--- src/rtl/mem_pkg.sv ---
// Shared types and constants for the wait-state memory responder.
package mem_pkg;

  typedef enum logic [1:0] {
    IDLE,
    WAIT,
    RESP
  } mem_state_t;

  localparam logic [31:0] ERR_RDATA = 32'h0000_0000;
  localparam int unsigned WAIT_MAX = 15;

endpackage

--- src/rtl/mem_array.sv ---
// Single-port synchronous word RAM; contents survive reset and are undefined at power-up.
module mem_array #(
  parameter int unsigned DEPTH_WORDS = 64
) (
  input  logic                           clk,
  input  logic                           we,
  input  logic [$clog2(DEPTH_WORDS)-1:0] addr,
  input  logic [31:0]                    wd,
  output logic [31:0]                    rd
);

  logic [31:0] mem [DEPTH_WORDS];

  always_ff @(posedge clk) begin
    if (we) begin
      mem[addr] <= wd;
    end
    rd <= mem[addr];
  end

endmodule

--- src/rtl/mem_responder.sv ---
// Fixed-latency memory responder: accepts one word request, waits WAIT_CYCLES, then accesses
// the array and pulses MemReady (with MemErr on a bad address) for one cycle.
module mem_responder
  import mem_pkg::*;
#(
  parameter int unsigned DEPTH_WORDS = 64,
  parameter int unsigned WAIT_CYCLES = 1
) (
  input  logic        clk,
  input  logic        reset,
  input  logic        MemReq,
  input  logic        MemWrite,
  input  logic [31:0] Adr,
  input  logic [31:0] WriteData,
  output logic [31:0] ReadData,
  output logic        MemReady,
  output logic        MemErr,
  output logic        Busy
);

  localparam int unsigned AW = $clog2(DEPTH_WORDS);
  localparam logic [3:0] WAIT_LD = 4'(WAIT_CYCLES);

  if (WAIT_CYCLES > WAIT_MAX) begin : g_bad_wait
    $error("WAIT_CYCLES out of range");
  end

  mem_state_t  state_q, state_d;
  logic [3:0]  cnt_q, cnt_d;
  logic [31:0] adr_q, wd_q, rdata_q;
  logic        we_q, err_q;
  logic        go_resp;
  logic [31:0] acc_adr, acc_wd, arr_rd;
  logic        acc_we, acc_err, arr_we;

  // With zero wait states the access happens on the accepting edge, so use the live inputs.
  assign acc_adr = (state_q == IDLE) ? Adr : adr_q;
  assign acc_wd  = (state_q == IDLE) ? WriteData : wd_q;
  assign acc_we  = (state_q == IDLE) ? MemWrite : we_q;
  assign acc_err = (|acc_adr[1:0]) | (|acc_adr[31:AW+2]);
  assign arr_we  = go_resp & acc_we & ~acc_err & reset;

  always_comb begin
    state_d = state_q;
    cnt_d   = cnt_q;
    go_resp = 1'b0;
    unique case (state_q)
      IDLE: begin
        if (MemReq) begin
          cnt_d = WAIT_LD;
          if (WAIT_LD == 4'd0) begin
            state_d = RESP;
            go_resp = 1'b1;
          end else begin
            state_d = WAIT;
          end
        end
      end
      WAIT: begin
        cnt_d = cnt_q - 4'd1;
        if (cnt_q <= 4'd1) begin
          state_d = RESP;
          go_resp = 1'b1;
        end
      end
      RESP:    state_d = IDLE;
      default: state_d = IDLE;
    endcase
  end

  always_ff @(posedge clk or negedge reset) begin
    if (!reset) begin
      state_q <= IDLE;
      cnt_q   <= 4'd0;
      adr_q   <= 32'h0;
      wd_q    <= 32'h0;
      we_q    <= 1'b0;
      err_q   <= 1'b0;
      rdata_q <= 32'h0;
    end else begin
      state_q <= state_d;
      cnt_q   <= cnt_d;
      if (state_q == IDLE && MemReq) begin
        adr_q <= Adr;
        wd_q  <= WriteData;
        we_q  <= MemWrite;
      end
      if (go_resp) begin
        err_q <= acc_err;
      end
      if (state_q == RESP) begin
        rdata_q <= ReadData;
      end
    end
  end

  always_comb begin
    ReadData = rdata_q;
    if (state_q == RESP) begin
      if (err_q) begin
        ReadData = ERR_RDATA;
      end else if (!we_q) begin
        ReadData = arr_rd;
      end
    end
  end

  assign MemReady = (state_q == RESP);
  assign MemErr   = MemReady & err_q;
  assign Busy     = (state_q != IDLE);

  mem_array #(
    .DEPTH_WORDS(DEPTH_WORDS)
  ) u_array (
    .clk (clk),
    .we  (arr_we),
    .addr(acc_adr[AW+1:2]),
    .wd  (acc_wd),
    .rd  (arr_rd)
  );

endmodule
--- config.mk ---
export PLATFORM = sky130hd
export DESIGN_NAME = mem_responder
export DESIGN_NICKNAME = d
export VERILOG_FILES = /design/src/rtl/mem_pkg.sv /design/src/rtl/mem_array.sv /design/src/rtl/mem_responder.sv
export SDC_FILE = /design/constraint.sdc
export NUM_CORES = 2
export LEC_CHECK = 0
export ABC_CLOCK_PERIOD_IN_PS = 4300
export BUFFER_PORTS_ARGS = -buffer_cell sky130_fd_sc_hd__buf_2
export CAP_MARGIN = 20
export CORE_UTILIZATION = 40
export CTS_CLUSTER_SIZE = 12
export DETAILED_ROUTE_END_ITERATION = 8
export HOLD_SLACK_MARGIN = 0.03
export PLACE_DENSITY = 0.65
export SYNTH_ARGS = -nofsm -noshare
export SYNTH_HDL_FRONTEND = slang
export SYNTH_SLANG_ARGS = --single-unit
--- constraint.sdc ---
create_clock -name clk -period 4.3 [get_ports clk]
set_input_delay 0.86 -clock clk [delete_from_list [all_inputs] [get_ports clk]]
set_output_delay 0.86 -clock clk [all_outputs]
set_load 0.02 [all_outputs]
==> impl_metrics.prom <==
# TYPE chip_impl_metric gauge
chip_impl_metric{name="rows",unit=""} 165
chip_impl_metric{name="timing.final.crit_share",unit="%"} 96.3
chip_impl_info{name="tritoncts",value="done"} 1
chip_impl_metric{name="hpwl",unit="mm"} 161
chip_impl_metric{name="clock_sink_count",unit=""} 2184
chip_impl_metric{name="layout_min_cycle_time",unit="ns"} 4.14
chip_impl_metric{name="timing_hold_violations_final",unit=""} 0
chip_impl_metric{name="total_power",unit="mW"} 68.2
chip_impl_metric{name="final_design_area_no_fill",unit="um^2"} 94800
chip_impl_metric{name="grt_pass1_vias",unit=""} 48100
chip_impl_metric{name="report.final.slew_viol_count",unit=""} 0
chip_impl_metric{name="ys.warnings.count",unit=""} 0
chip_impl_metric{name="hold_buffers_post_cts",unit=""} 0
chip_impl_metric{name="dp.cells",unit=""} 7627
chip_impl_metric{name="timing.fmax",unit="MHz"} 242
chip_impl_info{name="crit_family",value="simple AND/OR/NAND/NOR gates"} 1
chip_impl_metric{name="dr_total_vias",unit=""} 51000
chip_impl_metric{name="synth.distinct_cells",unit=""} 64
chip_impl_metric{name="timing.hold.ws",unit="ns"} 0.145
chip_impl_metric{name="synth_sequential_area_ratio",unit="%"} 79.2
chip_impl_metric{name="avgRoutedWirePerCell",unit="um"} 33.2
chip_impl_metric{name="ant_nets",unit=""} 0
chip_impl_info{name="worst_setup_path_start_kind",value="flop"} 1
chip_impl_metric{name="maxSlewHeadroom",unit="%"} 17.8
chip_impl_metric{name="postPlaceCellArea",unit="um^2"} 88400
chip_impl_info{name="crit_start",value="state_q[1]"} 1
chip_impl_info{name="clock-root-buffer",value="clkbuf_16"} 1
chip_impl_metric{name="skew",unit="ns"} 0.0521
chip_impl_metric{name="htree_num_levels",unit=""} 4
chip_impl_metric{name="p_leak",unit="nW"} 30.6
chip_impl_metric{name="synth_seq_cells",unit=""} 2184
chip_impl_metric{name="crit_buf_inv",unit=""} 2
chip_impl_metric{name="path_max_fanout",unit=""} 32
chip_impl_metric{name="chipWidth",unit="um"} 454
chip_impl_metric{name="drtPass1Iterations",unit=""} 9
chip_impl_metric{name="crit_required",unit="ns"} 3.44
chip_impl_metric{name="powerDensity",unit="nW/um^2"} 719
chip_impl_metric{name="signed_area_change_from_the_synthesized_netlist_to_the_final_layout",unit="%"} 16.0
chip_impl_metric{name="route.detailed.vias_per_inst",unit=""} 6.37
chip_impl_metric{name="routed_wirelength",unit="mm"} 265
chip_impl_metric{name="syn_area",unit="um^2"} 81700
chip_impl_metric{name="post_synth_inst_count",unit=""} 4840
chip_impl_metric{name="synth_edf_count",unit=""} 2048
chip_impl_metric{name="async_flop_share",unit="%"} 4.76
chip_impl_metric{name="initialDrtViolationCount",unit=""} 9739
chip_impl_metric{name="drcViolationCount",unit=""} 2
chip_impl_metric{name="buffer_ports.inserted",unit=""} 102
chip_impl_metric{name="number_of_top_level_pins",unit=""} 103
chip_impl_metric{name="instances_no_fill",unit=""} 7996
chip_impl_metric{name="cts_made_buffers",unit=""} 211
chip_impl_metric{name="design.die.area",unit="um^2"} 206000
chip_impl_info{name="status",value="complete, but fails checks"} 1
chip_impl_metric{name="cp.arrival",unit="ns"} 3.28
chip_impl_metric{name="ir_worst_vdd",unit="mV"} 0.686
chip_impl_metric{name="grt_remaining_overflow",unit=""} 0
chip_impl_metric{name="pin_count_of_the_biggest_net_entering_global_routing",unit=""} 76
chip_impl_metric{name="die_height",unit="um"} 454
chip_impl_metric{name="max_slew.worst_pin.slew",unit="ns"} 1.22
chip_impl_info{name="regToRegStartpoint",value="state_q[0]"} 1
chip_impl_metric{name="grt_antenna_before_repair",unit=""} 19
chip_impl_metric{name="design.core.area",unit="um^2"} 203000
chip_impl_metric{name="timing.final.setup_violations",unit=""} 0
chip_impl_metric{name="fin_ws",unit="ns"} 0.160
chip_impl_metric{name="clk_pin_slew",unit="ns"} 0.06
chip_impl_info{name="timing.critical_path.slowest_stage_cell",value="nand2b_2"} 1
chip_impl_metric{name="globalRouteTotalUtil",unit="%"} 25.2
chip_impl_metric{name="max_stage_delay",unit="ns"} 0.83
chip_impl_metric{name="gp_congestion",unit=""} 0.929
chip_impl_info{name="critPathKind",value="flop to primary output"} 1
chip_impl_metric{name="grt_first_pass_wirelength",unit="mm"} 368
chip_impl_info{name="violations",value="DRC"} 1
chip_impl_metric{name="cap_viol_max_count",unit=""} 0
chip_impl_metric{name="clock_tree.buffer_depth",unit=""} 3
chip_impl_info{name="timing.hold.worst.class",value="input port to async pin"} 1
chip_impl_metric{name="net_count_after_synthesis",unit=""} 4910
chip_impl_info{name="cp_cell_sequence",value="buf_4 -> nor2b_1 -> nand2b_2 -> nand2_1 -> a21oi_1 -> buf_2"} 1
chip_impl_metric{name="final_net_count",unit=""} 5245
chip_impl_metric{name="initial_core_util",unit="%"} 40.4
chip_impl_metric{name="average_cell_area_after_synthesis",unit="um^2"} 16.9
chip_impl_metric{name="placement.setup.worst_slack",unit="ns"} 0.150
chip_impl_info{name="grt_setup_unrepaired",value="false"} 1
chip_impl_metric{name="clk_latency",unit="ns"} 0.87
chip_impl_info{name="setup.worst_path.end_class",value="primary output"} 1
chip_impl_metric{name="utilization",unit="%"} 46.8
chip_impl_info{name="postSynth.topFlopCell",value="edfxtp_1"} 1
chip_impl_metric{name="drive_gt1_share",unit="%"} 18.2
chip_impl_metric{name="fin_setup_tns",unit="ns"} 0
## flip-flops by register name (all words and copies together) (netlist names)
| signal | flops |
|---|---|
| we_q | 1 |
| u_array.rd | 32 |
| cnt_q | 4 |
| adr_q | 32 |
| err_q | 1 |
| u_array.mem | 2048 |
| rdata_q | 32 |
| wd_q | 32 |
| state_q | 2 |
## Yosys cell counts (3+ instances only)
library cell	instances	area share (%)
dfxtp_1	32	0.78
a21oi_1	213	1.3
dfrtp_1	104	3.2
a221o_1	12	0.15
a211oi_1	16	0.15
a2111oi_0	5	0.054
buf_2	91	0.56
a22oi_1	198	1.8
clkbuf_1	162	0.74
edfxtp_1	2048	75
nand4b_1	7	0.075
inv_1	8	0.037
o22a_1	27	0.29
nand3_1	41	0.25
or2_2	4	0.031
buf_1	40	0.18
a222oi_1	273	3.3
o2bb2ai_1	4	0.043
nand2b_1	7	0.054
o21ai_0	47	0.29
a22o_1	60	0.64
nand4_1	31	0.24
and2_1	3	0.023
a21o_1	6	0.055
o211ai_1	18	0.17
mux2_2	116	1.6
nor2b_1	3	0.023
or4b_1	4	0.049
nor3_1	15	0.092
mux2i_1	147	1.8
a221oi_1	82	0.88
a31o_2	12	0.13
or3_1	7	0.054
o22ai_1	22	0.17
a41oi_1	5	0.054
nand2_1	596	2.7
nor4_1	31	0.24
o221ai_1	5	0.054
buf_4	23	0.21
and3_1	11	0.084
a31oi_1	152	1.2
nor2_1	112	0.51
o32ai_1	3	0.032
or4_1	12	0.11
## power by group
| part | leakage [nW] | switching (mW) | internal [mW] | total [mW] |
|---|---|---|---|---|
| sequential | 20.1 | 0.447 | 28.1 | 28.5 |
| clock | 3.02 | 7.78 | 9.40 | 17.2 |
| combinational | 7.44 | 16.4 | 6.14 | 22.5 |
| total | 30.6 | 24.6 | 43.6 | 68.2 |
## worst paths after layout
| path | cells after the start | endpoint | slack (ns) |
|---|---|---|---|
| worst min-delay path | 2 | we_q | 0.15 |
| max in group asynchronous | 3 | rdata_q[19] | 2.72 |
| worst max register to register | 9 | u_array.rd[29] | 0.42 |
| min in group clk | 3 | adr_q[11] | 0.18 |
| worst max-delay path | 6 | ReadData[10] | 0.16 |
| worst min register to register | 2 | rdata_q[18] | 0.47 |
## layer usage
layer,GRT usage [%],part of all wire (%),vias to the layer above
met2,38.3,45,3871
met3,6.01,13,634
met4,11.4,5.1,12
li1,-,-,20500
met5,0,0.027,-
met1,34.4,37,26000
## layout make-up
cell class | count | area, um^2
clock buffer | 320 | 5890
inverter | 8 | 30.0
timing repair buffer | 439 | 4070
sequential | 2184 | 64700
multi-input combinational | 2331 | 16400
tap | 2672 | 3340
antenna | 5 | 12.5
clock inverter | 37 | 344
fill | 16800 | 108000
## logic make-up after synthesis
logic type / synth area share, %
flops: 79.2
compound gates: 10.9
simple gates: 4.62
buf+inv: 1.75
mux: 3.43
xor+xnor: 0.0214
fa+ha+maj: 0.0306
## layout by cell type, fill, tap and decap left out, drive strengths merged, types with 32 or more instances in the layout
cell type	synthesis	layout
buf	155	439
clkbuf	162	320
dfrtp	104	104
edfxtp	2048	2048
a22oi	198	198
a221oi	82	82
dfxtp	32	32
nand2	596	596
nand3	41	41
a31oi	152	152
a22o	60	60
a222oi	273	273
nor2	113	113
a21oi	213	213
mux2	118	118
mux2i	147	147
o21ai	51	51
## timing repair
item / 4_1_cts / 5_1_grt
resized for setup: 0 / 0
buffers inserted: 0 / 1
endpoints found under the hold margin: 0 / 0
setup endpoints to repair: 0 / 3
(Power assumes the default switching activity.)
